$ cat config.mk
export PLATFORM = sky130hd
export DESIGN_NAME = dts_diff_mask
export DESIGN_NICKNAME = d
export VERILOG_FILES = /design/src/rtl/dts_pkg.sv /design/src/rtl/dts_diff_mask.sv
export SDC_FILE = /design/constraint.sdc
export NUM_CORES = 1
export LEC_CHECK = 0
export ABC_AREA = 1
export CAP_MARGIN = 20
export CORE_MARGIN = 4
export CORE_UTILIZATION = 42
export DETAILED_ROUTE_END_ITERATION = 12
export PLACE_DENSITY = 0.85
export REMOVE_ABC_BUFFERS = 1
export SETUP_SLACK_MARGIN = 0.4
export SLEW_MARGIN = 20
export SYNTH_ARGS = -nofsm -noshare
export SYNTH_HDL_FRONTEND = slang
export SYNTH_SLANG_ARGS = --single-unit
$ cat constraint.sdc
create_clock -name vclk -period 1.4
set_input_delay 0.28 -clock vclk [all_inputs]
set_output_delay 0.28 -clock vclk [all_outputs]
set_load 0.01 [all_outputs]
$ cat src/rtl/dts_pkg.sv
// Shared constants for the DTS result checker: error codes, FSM states, width helper.
package dts_pkg;

   localparam logic [1:0] ERR_OK    = 2'd0;
   localparam logic [1:0] ERR_COLL  = 2'd1;
   localparam logic [1:0] ERR_COUNT = 2'd2;
   localparam logic [1:0] ERR_ZERO  = 2'd3;

   typedef enum logic [1:0] {
      IDLE   = 2'd0,
      SCAN   = 2'd1,
      REPORT = 2'd2
   } state_t;

   // Bits needed to hold a mark position 0..m.
   function automatic int span_w(input int m);
      return (m < 1) ? 1 : $clog2(m + 1);
   endfunction

endpackage

$ cat src/rtl/dts_diff_mask.sv
// Differences from mark idx to every later mark of one ruler: bit d set means a mark at idx+d.
// Purely combinational; bit 0 (the mark itself) is always cleared.
module dts_diff_mask
   import dts_pkg::*;
#(
   parameter int M = 19
)
(
   input  logic [M:0]           row_bits,
   input  logic [span_w(M)-1:0] idx,
   output logic [M:0]           diffs
);

   always_comb begin
      diffs    = row_bits >> idx;
      diffs[0] = 1'b0;
   end

endmodule

==> impl_metrics.yaml <==
status:
  outcome: "finished, violations left"
  violations: "setup timing"
final_layout:
  seq_cell_count: 0
  drive_above_1_share_pct: 48.6
  nClkBuffers: 0
  diodes: 0
  nets: 278
  multi_input_area_um2: 1010
  synthToLayoutAreaGrowth_pct: 101
  ff_latch_area_um2: 0
  fin_cells: 278
  fin_util_pct: 88.3
  fillers: 118
sta:
  period_needed_ns: 1.53
  slew_viol_final: 0
  holdWs_ns: 0.993
  tns_ns: -1.33
  final-hold-violation-count: 0
  rsz0062_at_grt: "yes"
  max_freq_ghz: 0.652
  setup_viol: 17
  post-route-period-util_pct: 110
  layout_setup_ws_ns: -0.134
synthesis:
  synth_xor_area_share_pct: 0
  yosysTopAreaCellShare_pct: 37.4
  synth_cell_types: 17
  yosys.area.top_type: "nand2_1"
  synth.area.top_cells: "nand2_1 (37%), nand3_1 (33%), nor2_1 (6.6%), o21ai_1 (4.1%), buf_4 (3.5%)"
  synth_top_family_by_area: "simple AND/OR/NAND/NOR gates"
  synth_fa_ha_area_share_pct: 0
  seq_area_frac_synth_pct: 0
  synthMuxAreaShare_pct: 0
  synthSimpleGateAreaFrac_pct: 79.0
  netlist_area_um2: 852
  syn_inst: 192
  syn-mean-instance-area_um2: 4.44
  ys_warn_count: 0
  synth_compound_area_share_pct: 7.34
worst_setup_path:
  crit_start: "idx[0]"
  start_kind: "input port"
  cp.required_ns: 1.12
  crit_fanout: 10
  endpoint: "diffs[5]"
  end_kind: "output pin"
  criticalPathCategory: "in -> out"
  worstPathArrival_ns: 1.25
routing:
  wirelength_um: 4460
  first_pass_iters: 5
  drc: 0
  drtIter0Drc: 109
  routed-via-count: 1686
  routedWlPerCell_um: 16.1
  drtAntennaViolNets: 0
  vias_per_cell: 6.06
global_route:
  grt_antenna_before_repair: 0
  grt_pass1_vias: 1549
  globalRouteTotalUtil_pct: 31.5
  grt_pass1_wl_um: 6770
  overflow: 0
  grt_max_degree: 19
place:
  place_inst: 260
  portBuffers: 43
  hpwl_um: 2380
  gp_congestion: 0.887
floorplanning:
  start_util_pct: 43.9
  ios: 45
  die_w_um: 53.0
  dieArea_um2: 2810
  fp.dieH_um: 53.0
  rows: 16
  coreArea_um2: 1940
job:
  max-cap-violations: 0
pwr:
  combPwrFrac_pct: 100.0
  seq_power_share_pct: 0
  switching_share_pct: 57.7
  p_per_area_nw_per_um2: 345
  p_int_mw: 0.250
  p_sw_mw: 0.341
  p_total_mw: 0.592
  leakage_nw: 0.886
  ir_worst_vdd_v: 0.000268
  clock_power_share_pct: 0
hold_path:
  hold_class: "in -> out"
[through the flow]
| step | instance area (um2) | setup slack (ns) |
|---|---|---|
| floorplan | 776 | -0.0404 |
| global placement | 1320 | -0.965 |
| detailed placement | 1320 | -0.992 |
| CTS | 1640 | -0.0519 |
| global route | 1710 | -0.194 |
| finish | 1710 | -0.134 |
[logic make-up (layout without fill, tap and decap cells)]
family | after synthesis | count (layout)
buf+inv | 20 | 79
compound gates | 12 | 12
simple gates | 159 | 159
other cells | 1 | 1
[power by group through the flow]
| stage | Sequential, mW | Clock [mW] | Combinational (mW) |
|---|---|---|---|
| finish | 0 | 0 | 0.592 |
| global route | 0 | 0 | 0.628 |
| CTS | 0 | 0 | 0.533 |
| detailed placement | 0 | 0 | 0.452 |
| global placement | 0 | 0 | 0.447 |
| floorplan | 0 | 0 | 0.219 |
[layout make-up]
| class | instances | share of cell area (%) |
|---|---|---|
| repair buffers | 68 | 35.5 |
| inverters | 9 | 2.99 |
| repair inverters | 2 | 0.876 |
| well taps | 27 | 1.97 |
| multi-input cells | 172 | 58.7 |
[critical path, stage by stage]
cell	delay, ns
buf_12	0.12
inv_6	0.10
nand2_1	0.09
nand3_1	0.14
nand2_1	0.07
nand2_1	0.07
nand2_1	0.08
o21ai_1	0.13
buf_2	0.15
[cell usage in the layout, fill, tap and decap left out, types with 3 or more instances in the layout]
cell / Yosys / layout
buf_12: 0 / 3
nand3_1: 57 / 24
nand2_2: 1 / 21
nand2_1: 85 / 63
buf_8: 0 / 4
nand3_2: 0 / 33
nor2_1: 15 / 9
o21ai_1: 7 / 7
buf_4: 4 / 13
buf_6: 2 / 6
o21ai_2: 0 / 3
clkdlybuf4s15_1: 0 / 5
inv_1: 6 / 3
dlygate4sd2_1: 0 / 14
buf_2: 4 / 20
nor2_2: 0 / 4
[what timing repair did]
action,4_1_cts,5_1_grt
endpoints found under the setup margin,19,19
hold buffers,0,0
setup buffers,12,0
gates cloned,6,0
pin swaps,35,3
resized for setup,206,19
[synthesized netlist by cell type (2+ instances only)]
cell	instances
inv_1	6
inv_2	2
buf_6	2
o21ai_0	3
nand2_1	85
buf_2	4
buf_4	4
o21ai_1	7
nand3_1	57
nor2_1	15
[per-layer routing]
layer,vias up,wire length [um],global-route usage [%]
met3,26,454,5.35
met5,-,0,0
met4,0,180,11.5
met1,747,1630,36.3
met2,158,2200,57.0
li1,755,-,-
[worst min path at each step]
stage	to	slack (ns)	cells after the start	from
floorplan	diffs[1]	0.70	3	idx[4]
global placement	diffs[2]	1.71	5	idx[3]
detailed placement	diffs[2]	1.73	5	idx[3]
CTS	diffs[18]	0.99	5	idx[2]
global route	diffs[18]	1.02	5	idx[2]
finish	diffs[2]	0.99	5	idx[3]
Note: power is estimated with default switching activity, not from simulation.
